===== src/rtl/yd_regfile_p.sv =====
// Parametrised Yduck register file: two write ports, two registered-address read ports,
// auto-incrementing PC slot, DK bypass output and write-collision reporting.
// Optional feature macro: YD_REGFILE_FWD_EN enables same-cycle write forwarding on dout0/dout1.
module yd_regfile_p #(
    parameter int            DW      = 16,
    parameter int            AW      = 4,
    parameter logic [DW-1:0] PC_RST  = '0,
    parameter logic [DW-1:0] PC_STEP = 'd1
) (
    input  logic          clk,
    input  logic          rst,
    input  logic          stall,
    input  logic          jpc,
    input  logic [DW-1:0] din0,
    input  logic [AW-1:0] waddr0,
    input  logic          we0,
    input  logic [DW-1:0] din1,
    input  logic [AW-1:0] waddr1,
    input  logic          we1,
    input  logic [AW-1:0] raddr0,
    input  logic [AW-1:0] raddr1,
    output logic [DW-1:0] dout0,
    output logic [DW-1:0] dout1,
    output logic [DW-1:0] PC,
    output logic [DW-1:0] DKD,
    output logic          wcol,
    output logic [7:0]    wcol_cnt
);

    localparam int            NS      = 1 << AW;
    localparam logic [AW-1:0] DK_ADDR = AW'(1);
    localparam logic [AW-1:0] PC_ADDR = AW'(NS - 1);

    // Slots 1 .. NS-2 (DK and RX); slot 0 and the PC live outside the array.
    logic [DW-1:0] rx_reg [1:NS-2];
    logic [DW-1:0] pc_reg;
    logic [DW-1:0] rd_vec [NS];
    logic          wcol_reg;
    logic [7:0]    wcol_cnt_reg;
    logic          collide;

    logic [AW-1:0] raddr_in  [2];
    logic [AW-1:0] raddr_reg [2];
    logic [DW-1:0] dout_vec  [2];

    assign collide = we0 && we1 && (waddr0 == waddr1) && (waddr0 != '0);

    genvar gi;
    generate
        for (gi = 1; gi < NS - 1; gi++) begin : g_slot
            localparam logic [AW-1:0] SLOT = AW'(gi);
            always_ff @(posedge clk) begin
                if (rst) begin
                    rx_reg[gi] <= '0;
                end else if (we0 && waddr0 == SLOT) begin
                    rx_reg[gi] <= din0;
                end else if (we1 && waddr1 == SLOT) begin
                    rx_reg[gi] <= din1;
                end
            end
        end
    endgenerate

    // The PC is only writable on jump cycles; otherwise it self-increments unless stalled.
    always_ff @(posedge clk) begin
        if (rst) begin
            pc_reg <= PC_RST;
        end else if (jpc) begin
            if (we0 && waddr0 == PC_ADDR) begin
                pc_reg <= din0;
            end else if (we1 && waddr1 == PC_ADDR) begin
                pc_reg <= din1;
            end
        end else if (!stall) begin
            pc_reg <= pc_reg + PC_STEP;
        end
    end

    always_ff @(posedge clk) begin
        if (rst) begin
            wcol_reg     <= 1'b0;
            wcol_cnt_reg <= '0;
        end else begin
            wcol_reg <= collide;
            if (collide && wcol_cnt_reg != 8'hFF) begin
                wcol_cnt_reg <= wcol_cnt_reg + 8'd1;
            end
        end
    end

    always_comb begin
        rd_vec[0] = '0;
        for (int i = 1; i < NS - 1; i++) begin
            rd_vec[i] = rx_reg[i];
        end
        rd_vec[NS-1] = pc_reg;
    end

    assign raddr_in[0] = raddr0;
    assign raddr_in[1] = raddr1;

    generate
        for (gi = 0; gi < 2; gi++) begin : g_rport
            always_ff @(posedge clk) begin
                if (rst) begin
                    raddr_reg[gi] <= '0;
                end else if (!stall) begin
                    raddr_reg[gi] <= raddr_in[gi];
                end
            end

            always_comb begin
                dout_vec[gi] = rd_vec[raddr_reg[gi]];
`ifdef YD_REGFILE_FWD_EN
                // Slot 0 never forwards; the PC slot only forwards when it is actually writable.
                if (raddr_reg[gi] != '0 && (raddr_reg[gi] != PC_ADDR || jpc)) begin
                    if (we0 && waddr0 == raddr_reg[gi]) begin
                        dout_vec[gi] = din0;
                    end else if (we1 && waddr1 == raddr_reg[gi]) begin
                        dout_vec[gi] = din1;
                    end
                end
`endif
            end
        end
    endgenerate

    always_comb begin
        DKD = rx_reg[1];
        if (we0 && waddr0 == DK_ADDR) begin
            DKD = din0;
        end else if (we1 && waddr1 == DK_ADDR) begin
            DKD = din1;
        end
    end

    assign dout0    = dout_vec[0];
    assign dout1    = dout_vec[1];
    assign PC       = pc_reg;
    assign wcol     = wcol_reg;
    assign wcol_cnt = wcol_cnt_reg;

endmodule


===== config.mk =====
export PLATFORM = sky130hd
export DESIGN_NAME = yd_regfile_p
export DESIGN_NICKNAME = d
export VERILOG_FILES = /design/src/rtl/yd_regfile_p.sv
export SDC_FILE = /design/constraint.sdc
export NUM_CORES = 1
export LEC_CHECK = 0
export ABC_AREA = 1
export CAP_MARGIN = 25
export CORE_MARGIN = 5
export CORE_UTILIZATION = 50
export DETAILED_ROUTE_END_ITERATION = 7
export PLACE_DENSITY = 0.66
export SLEW_MARGIN = 25
export SYNTH_ARGS = -nofsm -noshare
export SYNTH_HDL_FRONTEND = slang
export SYNTH_SLANG_ARGS = --single-unit

===== constraint.sdc =====
create_clock -name clk -period 8.4 [get_ports clk]
set_input_delay 2.52 -clock clk [delete_from_list [all_inputs] [get_ports clk]]
set_output_delay 2.52 -clock clk [all_outputs]
set_load 0.03 [all_outputs]

## Word level (Yosys, flattened, before mapping)

Memories as Yosys holds them, arrays and structs flattened.
Cells that the tools add are included.

- Output and inout bits: 73
- Memories: 2
- Memory bits (writable): 232
- Word-level logic and storage cells: 256
- Register bits after elaboration: 25
- Input port bits: 54

Memories:

| memory | depth | bits a word | read ports | clocked after Yosys merged registers in | wr ports | RTL line | text |
|---|---|---|---|---|---|---|---|
| rx_reg | 14 | 16 | 14 | 0 | 14 | 35 | `logic [DW-1:0] rx_reg [1:NS-2];` |
| raddr_reg | 2 | 4 | 2 | 0 | 2 | 43 | `logic [AW-1:0] raddr_reg [2];` |

- Bitwise logic cells: 32
- $add $sub $neg: 2
- $lt $le $gt $ge: 2
- Equality and inequality tests: 34
- Reductions and logical operators: 36
- Mux-type cells: 145

Operator list:

| operator | number |
|---|---|
| 16-bit 2-to-1 mux | 38 |
| 16-bit binary-select mux with 4-bit select | 2 |
| 1-bit 2-to-1 mux | 103 |
| 4-bit equality test, second input constant | 16 |
| 1-bit logical AND | 34 |
| 4-bit by 3-bit equality test with 1-bit output, second input constant | 8 |
| 1-bit bitwise OR | 30 |
| 16-bit by 1-bit adder with 16-bit output, second input constant | 1 |
| 4-bit by 2-bit equality test with 1-bit output, second input constant | 4 |
| 5-bit >= comparator, second input constant | 2 |
| 4-bit inverter with 5-bit output | 2 |
| 8-bit by 1-bit adder with 8-bit output, second input constant | 1 |
| 4-bit by 1-bit equality test with 1-bit output, second input constant | 2 |
| 4-bit 2-to-1 mux | 2 |
| 8-bit != test, second input constant | 1 |
| 4-bit equality test | 1 |
| 4-bit nonzero test | 1 |
| 3-bit by 1-bit != test with 1-bit output, second input constant | 1 |
| 2-bit by 1-bit != test with 1-bit output, second input constant | 1 |
| 2-bit AND reduction | 1 |

## Longest topological paths before layout

Gate-level depths: netlist (run 1).

- Depth after elaboration: 7
- Mapped depth: 11
- Mapped depth without buffers: 11

## Worst setup path before layout (run 1)

No wires, ideal clock.

- Kind: input-to-output
- From: input port we1
- To: output port DKD[5]
- Path slack: 2.052 ns
- Stages on the path: 8
- Buffers on the path: 2
- Data required time: 5.880 ns
- Arrival: 3.828 ns
- Cell sequence: buf_6 inv_2 nor3_4 inv_2 nor2_4 clkbuf_1 o21ai_0 o22ai_1

- Word-level cells in the longest chain between the ends: 3

Ends and longest elaborated chain:

| what | RTL line | text |
|---|---|---|
| from (decl) | 19 | `input logic we1,` |
| 1-bit logical AND | 132 | `end else if (we1 && waddr1 == DK_ADDR) begin` |
| 16-bit 2-to-1 mux | 132 |  |
| 16-bit 2-to-1 mux | 130 | `if (we0 && waddr0 == DK_ADDR) begin` |
| to (decl) | 25 | `output logic [DW-1:0] DKD,` |

No other way between the ends.

## Worst setup path in the final report (run 1)

- From: input port waddr1[3]
- To: output port DKD[15]

- Word-level cells in the longest chain between the ends: 4

Ends and longest elaborated chain:

| what | RTL line | text |
|---|---|---|
| from (decl) | 18 | `input logic [AW-1:0] waddr1,` |
| 4-bit by 1-bit equality test with 1-bit output | 132 |  |
| 1-bit logical AND | 132 |  |
| 16-bit 2-to-1 mux | 132 |  |
| 16-bit 2-to-1 mux | 130 |  |

No other way between the ends.

==> results_dict.tcl, run 1 <==
set metrics [dict create \
    status "complete, no violations" \
    mostFrequentLayoutCells "240 x o21ai_0, 232 x edfxtp_1, 224 x o22ai_1" \
    drive_above_1_share_pct 5.894 \
    avgSynthCellArea_um2 8.245 \
    yosysUniqueCellTypes 37 \
    holdPathStages 2 \
    cts.path.max_buffers 3 \
    totalPowerFinal_w 0.003653 \
    worstSetupPathType "in2out" \
    cap_violations 0 \
    netlist.area_leader.share_pct 43.57 \
    reg2reg_depth 7 \
    io_buffers 126 \
    reg2reg_slack_ns 6.54 \
    grt_util_all_layers_pct 32.81 \
    synth_nets 1995 \
    cts_sinks 257 \
    syn_inst 1939 \
    grt_max_degree 155 \
    antenna_cells 0 \
    cts_tree "built" \
    drt_iter0_markers 2554 \
    wl_per_cell_um 26.18 \
    fillers 2825 \
    cts_root_buffer "clkbuf_16" \
    fp.dieW_um 188.8 \
    cpPeakStageDelay_ns 0.70 \
    hp-start "wcol_cnt[1]" \
    drc 0 \
    globalRoute.totalOverflow 0 \
    synth_area_leaders "edfxtp_1 44%, o22ai_1 8.8%, o21ai_0 7.6%, nand2_1 5.2%, a21oi_1 4.9%" \
    finalCriticalPeriod_ns 7.848 \
    synthFlopType "edfxtp_1" \
    initial_utilization_pct 50.67 \
    r2r-start "PC[0]" \
    finalSetupViolations 0 \
    insertion_delay_ns 0.56 \
    fin_nets 1985 \
    critPathTopFamily "buffers and inverters" \
    end_kind "output port" \
    first_pass_iters 6 \
    antenna_found_initial 2 \
    grt_pass1_wl_mm 90.45 \
    grt_pass1_vias 15240 \
    hold_end "wcol_cnt[1]" \
    ys_ff_latch 257 \
    vias 15990 \
    cts_resized 0 \
    cp.required_ns 5.88 \
    syn-cell-area_um2 15990 \
    worstMarginPinSlew_ns 1.179 \
    slew_violations 0 \
    fmax_mhz 127.4 \
    rsz0062_at_grt "no" \
    final_common_cell "o21ai_0" \
    largest_register_ffs 224 \
    max_slew_margin_pct 21.16 \
    areaGrowthSynthToFinish_pct 12.95 \
    critPathLaunchType "primary input" \
    yosysTopAreaCell "edfxtp_1" \
    post-route-period-util_pct 93.43 \
    finalHoldViolations 0 \
    path_buf_inv 4 \
    finish.utilization_pct 57.23 \
    drt-total-wl_mm 61.59 \
    async_reset_ff_share_pct 0 \
    ys_seq_area_share_pct 46.71 \
    leakage_nw 6.438 \
    finClkSkew_ns 0.002113 \
    cts_made_buffers 29 \
    clkTransAtPathRegs_ns 0.06 \
    dp_hpwl_mm 38.00 \
    place_congestion 0.9382 \
    arrival_ns 5.33 \
    detail-route-antenna-nets 0 \
    synth_edf_count 232 \
    setup-tns-final_ns 0 \
    htree_levels 1 \
    post_cts_buffers 0 \
    cts.hold.buffers_added 0 \
    die-area_um2 35650 \
    rr_endpoint "PC[7]" \
    ios 127 \
    slowest_stage "clkdlybuf4s50_1" \
    crit_fanout 18 \
    vdd_drop_max_mv 0.1523 \
    crit_chain "clkdlybuf4s50_1 -> nor3_4 -> inv_2 -> nor2_4 -> inv_2 -> nor2_4 -> a22oi_1 -> nand2_1 -> clkdlybuf4s50_1" \
    worstHoldPathType "reg2reg" \
    power_density_nw_per_um2 202.3 \
    rows 65 \
    yosysWarningCount 0 \
    core_um2 31560 \
    vias_per_cell 6.795 \
    die_h_um 188.8 \
]
-- cell type report --
type / instances / area (um2) / area share, %
Inverter: 166 / 623.1 / 3.450
Sequential cell: 257 / 7467 / 41.35
Clock inverter: 21 / 259.0 / 1.434
Clock buffer: 32 / 737.0 / 4.081
Multi-Input combinational cell: 1324 / 6969 / 38.59
Tap cell: 402 / 503.0 / 2.785
Timing Repair Buffer: 151 / 1500 / 8.307
-- cells by family (layout without fill, tap and decap cells) --
logic type	count (synthesis)	in the layout	synth area share, %
simple gates	573	573	15.96
xor+xnor	3	3	0.1644
fa+ha+maj	2	2	0.1565
buf+inv	358	370	9.798
compound gates	746	746	27.22
flops	257	257	46.71
-- layer usage --
layer  routed length [um]  global-route usage [%]  up-vias
met3                 7300                   4.817      184
met1                23040                   44.23     7529
met4                 3102                   16.26        4
li1                     -                       -     7031
met2                28120                   52.08     1241
met5                   26                       0        -
-- synthesized netlist by cell type (3+ instances only) --
cell        n
o21ai_0   242
edfxtp_1  232
o22ai_1   224
nand2_1   220
inv_1     158
a21oi_1   156
nand3_1   150
nor2_1    148
o211ai_1   98
clkbuf_1   88
buf_2      48
dfxtp_1    25
buf_1      23
buf_4      21
nand4_1    17
buf_6      11
nor3_1     10
o22ai_2    10
nand2_2     8
o21ai_1     8
inv_2       6
nor2_4      5
a22oi_1     4
nand3_2     4
a31oi_1     3
nand4_2     3
-- where the power goes --
part	leakage [nW]	switching [W]	internal [W]
Combinational	3.50	0.000533	0.000234
Clock	0.491	0.000540	0.000814
Sequential	2.45	0.0000501	0.00148
-- worst register-to-register path, delay by kind of cell, from the launching register on --
family | cells | cell delay, ns
and+or+nand+nor | 6 | 1.21
AOI/OAI and AO/OA | 1 | 0.07
DFF | 1 | 0.49
-- how the worst max path moves through the flow --
stage / from / to / slack [ns] / cells past startpoint
floorplan: we1 / DKD[5] / 2.05 / 8
global placement: waddr1[3] / DKD[8] / 0.67 / 9
detailed placement: waddr1[3] / DKD[8] / 0.66 / 9
CTS: waddr1[3] / DKD[8] / 0.65 / 9
global route: waddr1[3] / DKD[15] / 0.48 / 9
finish: waddr1[3] / DKD[15] / 0.55 / 9
-- metrics by stage --
stage,cells,cell area (um2),setup slack [ns],hold slack (ns)
3_5_place_dp,2297,17020,0.6577,0.4998
4_1_cts,2350,18010,0.6535,0.5094
5_1_grt,2353,18060,0.4847,0.5641
3_3_place_gp,2295,16990,0.6675,0.5047
2_1_floorplan,1939,15990,2.052,0.5512
6_report,2353,18060,0.5519,0.5074
(Power assumes the default switching activity.)
==> run 2, diff against run 1 <==
--- a/config.mk
+++ b/config.mk
@@ -7,6 +7,7 @@
 export LEC_CHECK = 0
 export ABC_AREA = 1
 export CAP_MARGIN = 25
+export CORE_ASPECT_RATIO = 1.4
 export CORE_MARGIN = 5
 export CORE_UTILIZATION = 50
 export DETAILED_ROUTE_END_ITERATION = 7
==> run 2 against run 1 <==
Net effect: register-to-register slack better by 0.09 ns; die area grew 0.15%; non-clock buffer count fell by 3; sequential power barely moved; hold slack improved by 0.014 ns; final area is 0.13% lower; maximum frequency increased by 2.6%; clock-buffer cell count decreased by 2; clock skew grew 0.0096 ns; clock power grew 6%; critical path type unchanged.
==> results_dict.tcl, run 2 (same netlist as run 1, synthesis figures left out) <==
set metrics [dict create \
    rows 77 \
    max_slew_margin_pct 22.90 \
    dp.cells 2288 \
    finalHoldViolations 0 \
    rsz0062_at_grt "no" \
    globalRoute.totalOverflow 0 \
    critPathLaunchType "primary input" \
    crit_fanout 29 \
    worstHoldPathType "reg2reg" \
    cts_root_buffer "clkbuf_16" \
    vias_per_cell 6.779 \
    fillers 2884 \
    whs_ns 0.5218 \
    slowest_stage "clkdlybuf4s50_1" \
    p_sw_w 0.001117 \
    intPower_w 0.002608 \
    fmax_mhz 130.7 \
    fin_ws_ns 0.7498 \
    antenna_found_initial 0 \
    worstMarginPinSlew_ns 1.153 \
    setup-tns-final_ns 0 \
    path_common_cell "clkdlybuf4s50_1" \
    finalCriticalPeriod_ns 7.650 \
    worstSetupPathType "in2out" \
    finalSetupViolations 0 \
    drive_above_1_share_pct 5.604 \
    grt_pass1_wl_mm 89.61 \
    antenna_cells 0 \
    ios 127 \
    final_common_cell "o21ai_0" \
    end_kind "output port" \
    insertion_delay_ns 0.57 \
    slew_violations 0 \
    path_buf_inv 4 \
    die_h_um 221.6 \
    grt_pass1_vias 15110 \
    critPathTopFamily "buffers and inverters" \
    arrival_ns 5.13 \
    post-route-period-util_pct 91.07 \
    post_cts_buffers 0 \
    drc 0 \
    cts_tree "built" \
    io_buffers 126 \
    clkPwrFrac_pct 38.4 \
    initial_utilization_pct 50.59 \
    place_congestion 0.9238 \
    core_um2 31600 \
    clkTransAtPathRegs_ns 0.06 \
    htree_levels 1 \
    vdd_drop_max_mv 0.1670 \
    leakage_nw 6.424 \
    cts_sinks 257 \
    first_pass_iters 6 \
    status "complete, no violations" \
    cpPeakStageDelay_ns 0.75 \
    areaGrowthSynthToFinish_pct 12.80 \
    cp.required_ns 5.88 \
    vias 15860 \
    fp.dieW_um 161.1 \
    wl_per_cell_um 25.71 \
    largest_register_ffs 224 \
    cts.hold.buffers_added 0 \
    place_ws_ns 0.8100 \
    drt_iter0_markers 2423 \
    cts.path.max_buffers 3 \
    layout.cells.non_filler 2340 \
    p_seq_share_pct 41.2 \
    mostFrequentLayoutCells "240 x o21ai_0, 232 x edfxtp_1, 224 x o22ai_1" \
    die-area_um2 35700 \
    power_frac_comb_pct 20.4 \
    grt_max_degree 196 \
    dp_hpwl_mm 38.38 \
    grt_util_all_layers_pct 32.25 \
    detail-route-antenna-nets 0 \
    totalPowerFinal_w 0.003725 \
    drt-total-wl_mm 60.17 \
    sw_frac_of_total_pct 29.99 \
    power_density_nw_per_um2 206.6 \
    finClkSkew_ns 0.01174 \
    cap_violations 0 \
    cts_resized 0 \
    fin_nets 1980 \
    cts_made_buffers 27 \
    crit_chain "clkdlybuf4s50_1 -> nor2_1 -> inv_1 -> nor2_4 -> inv_2 -> o22ai_1 -> clkdlybuf4s50_1" \
]
## run 2: changes by cell type in the layout (fill, tap and decap cells not counted)
| cell | previous run | this run |
|---|---|---|
| buf_12 | 2 | 1 |
| buf_8 | 2 | 0 |
| bufinv_16 | 6 | 10 |
| clkbuf_16 | 29 | 27 |
| clkinv_1 | 9 | 8 |
| clkinv_2 | 6 | 2 |
| clkinv_4 | 2 | 0 |
| clkinvlp_4 | 0 | 1 |
| inv_2 | 6 | 7 |
| nand3_1 | 149 | 150 |
| nand3_2 | 5 | 4 |
## run 2: tightest hold or removal path, stage by stage (launching register included)
cell     delay, ns
dfxtp_1       0.34
nand2_1       0.07
a21oi_1       0.06
## run 2: worst paths after layout
| check | startpoint | to | slack [ns] | depth (start not counted) |
|---|---|---|---|---|
| max | waddr0[3] | DKD[4] | 0.75 | 7 |
| min | wcol_cnt[1] | wcol_cnt[1] | 0.52 | 2 |
| min reg2reg | wcol_cnt[1] | wcol_cnt[1] | 0.52 | 2 |
| max reg2reg | PC[0] | PC[7] | 6.63 | 7 |
## run 2: final cells by class
type	instances	area (um2)	share of cell area, %
inverter	166	623.1	3.455
clock inverter	20	349.1	1.936
timing repair buffer	148	1450	8.041
multi-input combinational	1324	6964	38.62
clock buffer	30	686.9	3.809
sequential	257	7467	41.40
tap	395	494.2	2.740
## run 2: power groups by stage
| stage | clock, W | combinational (W) | sequential [W] |
|---|---|---|---|
| 6_report | 0.00143 | 0.000759 | 0.00154 |
| 5_1_grt | 0.00148 | 0.000808 | 0.00154 |
| 4_1_cts | 0.00143 | 0.000743 | 0.00153 |
| 3_5_place_dp | 0 | 0.000739 | 0.00156 |
| 3_3_place_gp | 0 | 0.000731 | 0.00156 |
| 2_1_floorplan | 0 | 0.000480 | 0.00154 |
## run 2: routing by layer
metal	routed length, um	global-route usage (%)	part of all wire (%)	vias to the layer above
met4	3356	18.17	5.6	0
met5	0	0	0	-
met3	6378	5.431	11	242
li1	-	-	-	7032
met2	28120	51.81	47	1065
met1	22320	41.35	37	7524
## run 2: per-stage QoR
step	cell area [um2]	util (%)
2_1_floorplan	15990	-
3_3_place_gp	16960	53.66
3_5_place_dp	16980	53.72
4_1_cts	18010	57.00
5_1_grt	18030	57.07
6_report	18030	57.07
==> run 3, diff against run 2 <==
==> constraint.sdc (replaced) <==
create_clock -name clk -period 8.4 [get_ports clk]
set_input_delay 2.52 -clock clk [delete_from_list [all_inputs] [get_ports clk]]
set_output_delay 2.52 -clock clk [all_outputs]
set_load 0.02 [all_outputs]
==> run 3 against run 2 <==
Net effect: sequential share of layout area grew 0.16 points; combinational power shrank 4.3%; global-route usage shrank 0.14 points; flip-flop and latch count is the same; critical path depth grew 4; maximum frequency shrank 1.1%; critical path type unchanged; largest power group unchanged.
==> results_dict.tcl, run 3 (same netlist as run 1, synthesis figures left out) <==
set metrics [dict create \
    fmax_mhz 129.3 \
    initial_utilization_pct 50.59 \
    status "complete, no violations" \
    fp.dieW_um 161.1 \
    hold_end "wcol_cnt[1]" \
    post_cts_buffers 0 \
    place_congestion 0.9656 \
    drt-total-wl_mm 60.19 \
    cts.hold.buffers_added 0 \
    rsz0062_at_grt "no" \
    leakage_nw 6.392 \
    largest_register_ffs 224 \
    crit_fanout 18 \
    cts_made_buffers 27 \
    vdd_drop_max_mv 0.1627 \
    cts_sinks 257 \
    cts_tree "built" \
    finalHoldViolations 0 \
    finalCriticalPeriod_ns 7.734 \
    cap_violations 0 \
    power_density_nw_per_um2 199.6 \
    core_um2 31600 \
    placed_cell_area_um2 16960 \
    vias 15910 \
    reg2reg_depth 7 \
    first_pass_iters 8 \
    vias_per_cell 6.809 \
    antenna_found_initial 0 \
    finish.utilization_pct 56.85 \
    detail-route-antenna-nets 0 \
    worstSetupPathType "in2out" \
    wl_per_cell_um 25.75 \
    final_common_cell "o21ai_0" \
    drive_above_1_share_pct 5.613 \
    globalRoute.totalOverflow 0 \
    drt_iter0_markers 2541 \
    die-area_um2 35700 \
    r2r-start "PC[0]" \
    drc 0 \
    post-route-period-util_pct 92.07 \
    grt_max_degree 157 \
    cts.path.max_buffers 3 \
    setup-tns-final_ns 0 \
    end_kind "output port" \
    fin_ws_ns 0.6659 \
    mostFrequentLayoutCells "240 x o21ai_0, 232 x edfxtp_1, 224 x o22ai_1" \
    worstMarginPinSlew_ns 1.163 \
    grt_util_all_layers_pct 32.11 \
    rows 77 \
    finalSetupViolations 0 \
    arrival_ns 5.21 \
    max_slew_margin_pct 22.24 \
    htree_levels 1 \
    cp.required_ns 5.88 \
    finClkSkew_ns 0.006795 \
    fillers 2867 \
    fin_nets 1978 \
    die_h_um 221.6 \
    antenna_cells 0 \
    slew_violations 0 \
    reg2reg_slack_ns 6.61 \
    grt_pass1_wl_mm 89.06 \
    place_ws_ns 0.7154 \
    io_buffers 126 \
    critPathLaunchType "primary input" \
    holdPathStages 2 \
    cts_root_buffer "clkbuf_16" \
    insertion_delay_ns 0.56 \
    hp-start "wcol_cnt[1]" \
    clkTransAtPathRegs_ns 0.06 \
    rr_endpoint "PC[7]" \
    final_area_um2 17970 \
    ios 127 \
    worstHoldPathType "reg2reg" \
    cts_resized 0 \
    areaGrowthSynthToFinish_pct 12.37 \
    grt_pass1_vias 15010 \
    dp_hpwl_mm 38.13 \
]
run 3: cell count changes in the layout (fill, tap and decap cells not counted), sizes merged:
cell,previous run,this run
clkinv,10,8
clkbuf,30,37
bufinv,10,5
inv,165,164
buf,22,20
run 3: stage by stage:
stage,hold slack (ns),total power [W],instances
finish,0.5164,0.003586,2337
global route,0.5400,0.003680,2337
CTS,0.5140,0.003550,2334
detailed placement,0.4992,0.002266,2285
global placement,0.4979,0.002255,2285
floorplan,0.5512,0.001985,1939
run 3: report_power, final:
group / switching [W] / leakage, nW / internal [W]
registers: 0.0000555 / 2.45 / 0.00148
logic: 0.000492 / 3.48 / 0.000234
clock network: 0.000536 / 0.467 / 0.000786
run 3: cell type report:
cell class | instances | area [um2] | area share [%]
multi-input cells | 1324 | 6964 | 38.76
flip-flops and latches | 257 | 7467 | 41.56
repair buffers | 146 | 1468 | 8.169
well taps | 395 | 494.2 | 2.751
inverters | 166 | 623.1 | 3.468
clock inverters | 12 | 186.4 | 1.038
clock buffers | 37 | 763.2 | 4.248
run 3: how the worst max path moves through the flow:
stage | from | end | slack [ns]
6_report | we1 | DKD[15] | 0.67
5_1_grt | we1 | DKD[9] | 0.58
4_1_cts | we1 | DKD[8] | 0.71
3_5_place_dp | we1 | DKD[8] | 0.72
3_3_place_gp | we1 | DKD[15] | 0.75
2_1_floorplan | we1 | DKD[5] | 2.20
run 3: layer usage:
| layer | up-vias | GRT usage, % | routed length, um |
|---|---|---|---|
| li1 | 7021 | - | - |
| met1 | 7523 | 41.20 | 21770 |
| met2 | 1121 | 52.19 | 28400 |
| met3 | 247 | 5.412 | 6760 |
| met4 | 0 | 16.80 | 3257 |
| met5 | - | 0 | 0 |
run 3: critical path: stages:
cell	delay, ns
clkdlybuf4s50_1	0.45
buf_4	0.17
inv_2	0.07
nor3_4	0.19
inv_2	0.08
nor2_4	0.32
inv_2	0.27
nor2_4	0.22
a22oi_1	0.11
nand2_1	0.16
clkdlybuf4s50_1	0.63
